$ cat config.mk
export PLATFORM = sky130hd
export DESIGN_NAME = hbridge_seq
export DESIGN_NICKNAME = d
export VERILOG_FILES = /design/src/rtl/hbridge_seq.sv
export SDC_FILE = /design/constraint.sdc
export NUM_CORES = 1
export LEC_CHECK = 0
export ABC_AREA = 1
export CAP_MARGIN = 20
export CORE_MARGIN = 1.5
export CORE_UTILIZATION = 50
export DETAILED_ROUTE_END_ITERATION = 12
export PLACE_DENSITY_LB_ADDON = 0.25
export RECOVER_POWER = 50
export SYNTH_ARGS = -nofsm -noshare
export SYNTH_HDL_FRONTEND = slang
export SYNTH_SLANG_ARGS = --single-unit
$ cat constraint.sdc
create_clock -name clk -period 6.4 [get_ports clk]
set_input_delay 0.64 -clock clk [delete_from_list [all_inputs] [get_ports clk]]
set_output_delay 0.64 -clock clk [all_outputs]
set_load 0.02 [all_outputs]
$ cat src/rtl/hbridge_seq.sv
// H-bridge sequencer: PWM drive on the leg chosen by sel2, with dead time on direction changes.
// Optional fault handling is compiled in when HDRV_FAULT_EN is defined.
module hbridge_seq #(
    parameter int PWM_W       = 8,
    parameter int DEAD_CYCLES = 4   // legal range 1..255
) (
    input  logic             clk,
    input  logic             rst,
    input  logic             en,
    input  logic             dir,
    input  logic [PWM_W-1:0] duty,
`ifdef HDRV_FAULT_EN
    input  logic             fault,
`endif
    output logic             sel2,
    output logic             in1,
    output logic             in2,
    output logic             busy,
    output logic             pwm_wrap
`ifdef HDRV_FAULT_EN
    ,
    output logic             fault_latched
`endif
);

    typedef enum logic [1:0] {
        ST_IDLE  = 2'd0,
        ST_DRIVE = 2'd1,
        ST_DEAD  = 2'd2
`ifdef HDRV_FAULT_EN
        ,
        ST_FAULT = 2'd3
`endif
    } state_t;

    localparam logic [7:0]       DEAD_LOAD = 8'(DEAD_CYCLES - 1);
    localparam logic [PWM_W-1:0] CNT_MAX   = {PWM_W{1'b1}};

    state_t           state_reg, state_next;
    logic             sel2_reg, sel2_next;
    logic [7:0]       dead_reg, dead_next;
    logic [PWM_W-1:0] cnt_reg, cnt_next;
    logic [PWM_W-1:0] duty_reg, duty_next;
    logic             drive_next;
    logic             pwm_on_next;

    always_comb begin
        state_next = state_reg;
        sel2_next  = sel2_reg;
        dead_next  = dead_reg;
        cnt_next   = cnt_reg;
        duty_next  = duty_reg;

        case (state_reg)
            ST_IDLE: begin
                if (en) begin
                    if (dir == sel2_reg) begin
                        state_next = ST_DRIVE;
                        cnt_next   = '0;
                        duty_next  = duty;
                    end else begin
                        state_next = ST_DEAD;
                        dead_next  = DEAD_LOAD;
                    end
                end
            end
            ST_DRIVE: begin
                if (!en) begin
                    state_next = ST_IDLE;
                end else if (dir != sel2_reg) begin
                    state_next = ST_DEAD;
                    dead_next  = DEAD_LOAD;
                end else begin
                    cnt_next = cnt_reg + PWM_W'(1);
                    // New duty only takes effect at a period boundary.
                    if (cnt_reg == CNT_MAX) begin
                        duty_next = duty;
                    end
                end
            end
            ST_DEAD: begin
                if (!en) begin
                    state_next = ST_IDLE;
                end else if (dead_reg == 8'd0) begin
                    sel2_next  = dir;
                    state_next = ST_DRIVE;
                    cnt_next   = '0;
                    duty_next  = duty;
                end else begin
                    dead_next = dead_reg - 8'd1;
                end
            end
`ifdef HDRV_FAULT_EN
            ST_FAULT: begin
                if (!en) begin
                    state_next = ST_IDLE;
                end
            end
`endif
            default: begin
                state_next = ST_IDLE;
            end
        endcase

`ifdef HDRV_FAULT_EN
        // Fault overrides every other request and freezes the leg select.
        if (fault) begin
            state_next = ST_FAULT;
            sel2_next  = sel2_reg;
        end
`endif

        drive_next  = (state_next == ST_DRIVE);
        pwm_on_next = (cnt_next < duty_next);
    end

    always_ff @(posedge clk) begin
        if (rst) begin
            state_reg     <= ST_IDLE;
            sel2_reg      <= 1'b0;
            dead_reg      <= '0;
            cnt_reg       <= '0;
            duty_reg      <= '0;
            in1           <= 1'b0;
            in2           <= 1'b0;
            busy          <= 1'b0;
            pwm_wrap      <= 1'b0;
`ifdef HDRV_FAULT_EN
            fault_latched <= 1'b0;
`endif
        end else begin
            state_reg     <= state_next;
            sel2_reg      <= sel2_next;
            dead_reg      <= dead_next;
            cnt_reg       <= cnt_next;
            duty_reg      <= duty_next;
            in1           <= drive_next & pwm_on_next & ~sel2_next;
            in2           <= drive_next & pwm_on_next & sel2_next;
            busy          <= (state_next == ST_DEAD);
            pwm_wrap      <= drive_next & (cnt_next == CNT_MAX);
`ifdef HDRV_FAULT_EN
            fault_latched <= (state_next == ST_FAULT);
`endif
        end
    end

    assign sel2 = sel2_reg;

endmodule

==> impl_metrics.csv <==
group,metric,value,unit
finish,nets,310,
cts,clock_path_buffers,2,
floorplanning,die_x,63.9,µm
finish,fin_area,2130,µm²
timing,fin_crit,3.29,ns
timing,finClkSkew,0.00392,ns
cts,cts.clk_slew.worst_paths,0.06,ns
setup_path,critPathTopFamily,"simple AND/OR/NAND/NOR gates",
power,leakage,0.952,nW
yosys,synth_area_leaders,"dfxtp_1 33%, nand2_1 13%, nor2_1 7.3%",
yosys,yosys.area.top_type,"dfxtp_1",
cts,post-cts-setup-buffers,0,
yosys,yosys_warnings,0,
route,ant_nets,0,
outcome,status,"finished clean",
route,wire_per_inst,12.8,µm
setup_path,crit_slowest_cell,"dlygate4sd3_1",
yosys,dominantRegCellSynth,"dfxtp_1",
placed_design,dp_hpwl,3150,µm
timing,rsz0062_at_grt,"false",
finish,syn2layout_area_growth,15.0,%
timing,fin_setup_tns,0,ns
timing,hold_viol,0,
floorplanning,rows,21,
route,drt_iter0_drc,165,
placed_design,io_buffer_count,16,
setup_path,slowest_delay,0.74,ns
min_path,hold_path.class,"reg -> reg",
route,vias,1748,
placed_design,placed_area,2060,µm²
global_route,grt_pass1_wl,7410,µm
timing,fmax,304,MHz
route,drt-total-wl,4280,µm
finish,drive_above_1_share,10.0,%
yosys,synth_edf_count,0,
yosys,syn_area_per_cell,6.92,µm²
setup_path,crit_required,6.62,ns
cts,cts_resized,0,
floorplanning,io_pins,17,
placed_design,gp_congestion,0.933,
timing,maxSlewHeadroom,43.0,%
finish,finalNonFillerCells,335,
route,firstDrtPassIters,5,
setup_path,crit_type,"in -> reg",
power,ir_drop,0.173,mV
cts,cts_root_buf,"clkbuf_8",
global_route,antenna_found_initial,0,
setup_path,path_common_cell,"nand2_1",
job,cap_violations,0,
yosys,synth_compound_area_share,16.1,%
cts,htree_levels,2,
placed_design,dp.cells,327,
floorplanning,dieArea,4080,µm²
setup_path,path_cells,"dlygate4sd3_1 > nand3_1 > nor2_1 > nand3_4 > nand3_1 > inv_1 > nand2_1 > nand2_1 > inv_1 > ha_1 > nand2_1 > nor2_1 > a2111oi_4 > nand2_1 > nor2_1",
cts,clk-insertion-delay-late,0.28,ns
cts,cts_sinks,31,
floorplanning,initial_core_util,53.9,%
yosys,synth_area,1850,µm²
route,drc,0,
timing,tightest_slew,0.852,ns
power,totalPowerFinal,0.478,mW
timing,setup_viol,0,
global_route,overflow,0,
yosys,syn_nets,290,
setup_path,setup.worst_path.end_class,"flip-flop",
setup_path,crit_arrival,3.51,ns
yosys,synthXorXnorAreaFrac,0,%
route,dr.max_layer_used,"met4",
yosys,synth_top_family_by_area,"simple AND/OR/NAND/NOR gates",
yosys,yosys.area_share.simple,35.4,%
global_route,track_usage,23.6,%
route,dr_wl_met3,307,µm
timing,drv_slew,0,
global_route,grt_max_degree,22,
timing,period_share,51.4,%
yosys,synthMuxAreaShare,0,%
cts,cts_made_buffers,5,
yosys,synth.top_cell.area_share,33.5,%
timing,worst_hold_slack,0.468,ns
global_route,grt_pass1_vias,1587,
yosys,ys_types,31,
route,wl_met1,2050,µm
yosys,synth_common_cells,"63 x nand2_1, 36 x nor2_1, 31 x dfxtp_1",
floorplanning,fp.dieH,63.9,µm
yosys,yosysMostFrequentCell,"nand2_1",
yosys,synthArstFlopShare,0,%
yosys,syn-instance-count,268,
setup_path,crit_path_max_fanout,8,
cts,cts_tree,"done",
yosys,synthAdderAreaFrac,6.75,%
setup_path,crit_buf_inv,3,
yosys,synth-seq-cells,31,
finish,antenna-diode-count,0,
setup_path,crit_path_start_kind,"input pin",
route,wl_met2,1870,µm
floorplanning,coreArea,3440,µm²
yosys,synth_seq_area_share,33.5,%
power,pwr_density_cell,224,nW/µm²
cts,ctsHoldBuffers,0,
route,via_per_inst,5.22,
-- cells by family (layout without fill, tap and decap cells) --
family	Yosys count	count (layout)
flip-flops	31	31
AO/OA/AOI/OAI	50	50
buffers and inverters	41	62
adder cells (fa/ha/maj)	10	10
AND/OR/NAND/NOR	136	136
-- layout make-up --
cell class | count | area, µm²
Inverter | 38 | 143
Tap cell | 46 | 57.6
Sequential cell | 31 | 621
Clock buffer | 8 | 100
Multi-Input combinational cell | 196 | 1050
Fill cell | 327 | 1310
Timing Repair Buffer | 16 | 160
-- routing by layer --
metal | vias to the layer above | global-route usage, %
li1 | 906 | -
met1 | 781 | 32.5
met2 | 56 | 35.9
met3 | 5 | 5.46
met4 | 0 | 8.70
met5 | - | 0
-- through the flow --
step | setup WS, ns | utilization [%]
after floorplan | 3.85 | -
after global placement | 3.17 | 59.8
after detailed placement | 3.08 | 59.8
after CTS | 3.32 | 62.7
after global routing | 2.78 | 61.9
final | 3.11 | 61.9
-- power breakdown --
group	switching (mW)	total [mW]	leakage [nW]	internal [mW]
logic	0.0612	0.0968	0.648	0.0356
clock network	0.0712	0.169	0.0515	0.0980
registers	0.00880	0.213	0.252	0.204
total	0.141	0.478	0.952	0.337
-- path summary, 6_finish.rpt --
kind / start / end / slack [ns] / cells past startpoint
worst max-delay path: en / in1 / 3.11 / 15
worst min-delay path: dead_reg[0] / dead_reg[0] / 0.47 / 1
worst max register to register: cnt_reg[0] / in1 / 3.52 / 15
worst min register to register: dead_reg[0] / dead_reg[0] / 0.47 / 1
-- worst reg2reg max path, stage by stage (launching register included) --
cell	delay [ns]
dfxtp_1	0.42
ha_1	0.25
nand2_1	0.07
nor2_1	0.32
nand3_4	0.14
nand3_1	0.32
inv_1	0.18
nand2_1	0.09
nand2_1	0.05
inv_1	0.08
ha_1	0.27
nand2_1	0.10
nor2_1	0.07
a2111oi_4	0.26
nand2_1	0.11
nor2_1	0.10
-- layout by cell type, fill, tap and decap left out, types with 2 or more instances in the layout --
master,Yosys,routed
nor2_2,4,3
clkdlybuf4s50_1,0,10
inv_2,7,5
nand2_1,63,63
nor2_1,36,37
nand3_1,12,14
nor2_4,2,2
a21oi_1,18,20
nand3_4,3,2
o21ai_1,4,3
dfxtp_1,31,31
nand2_2,5,5
o21bai_1,2,2
clkbuf_8,0,7
a31oi_1,3,3
inv_1,30,32
dlygate4sd3_1,0,6
o21ai_0,17,18
nand4_1,4,4
ha_1,10,10
Note: power is estimated with default switching activity, not from simulation.
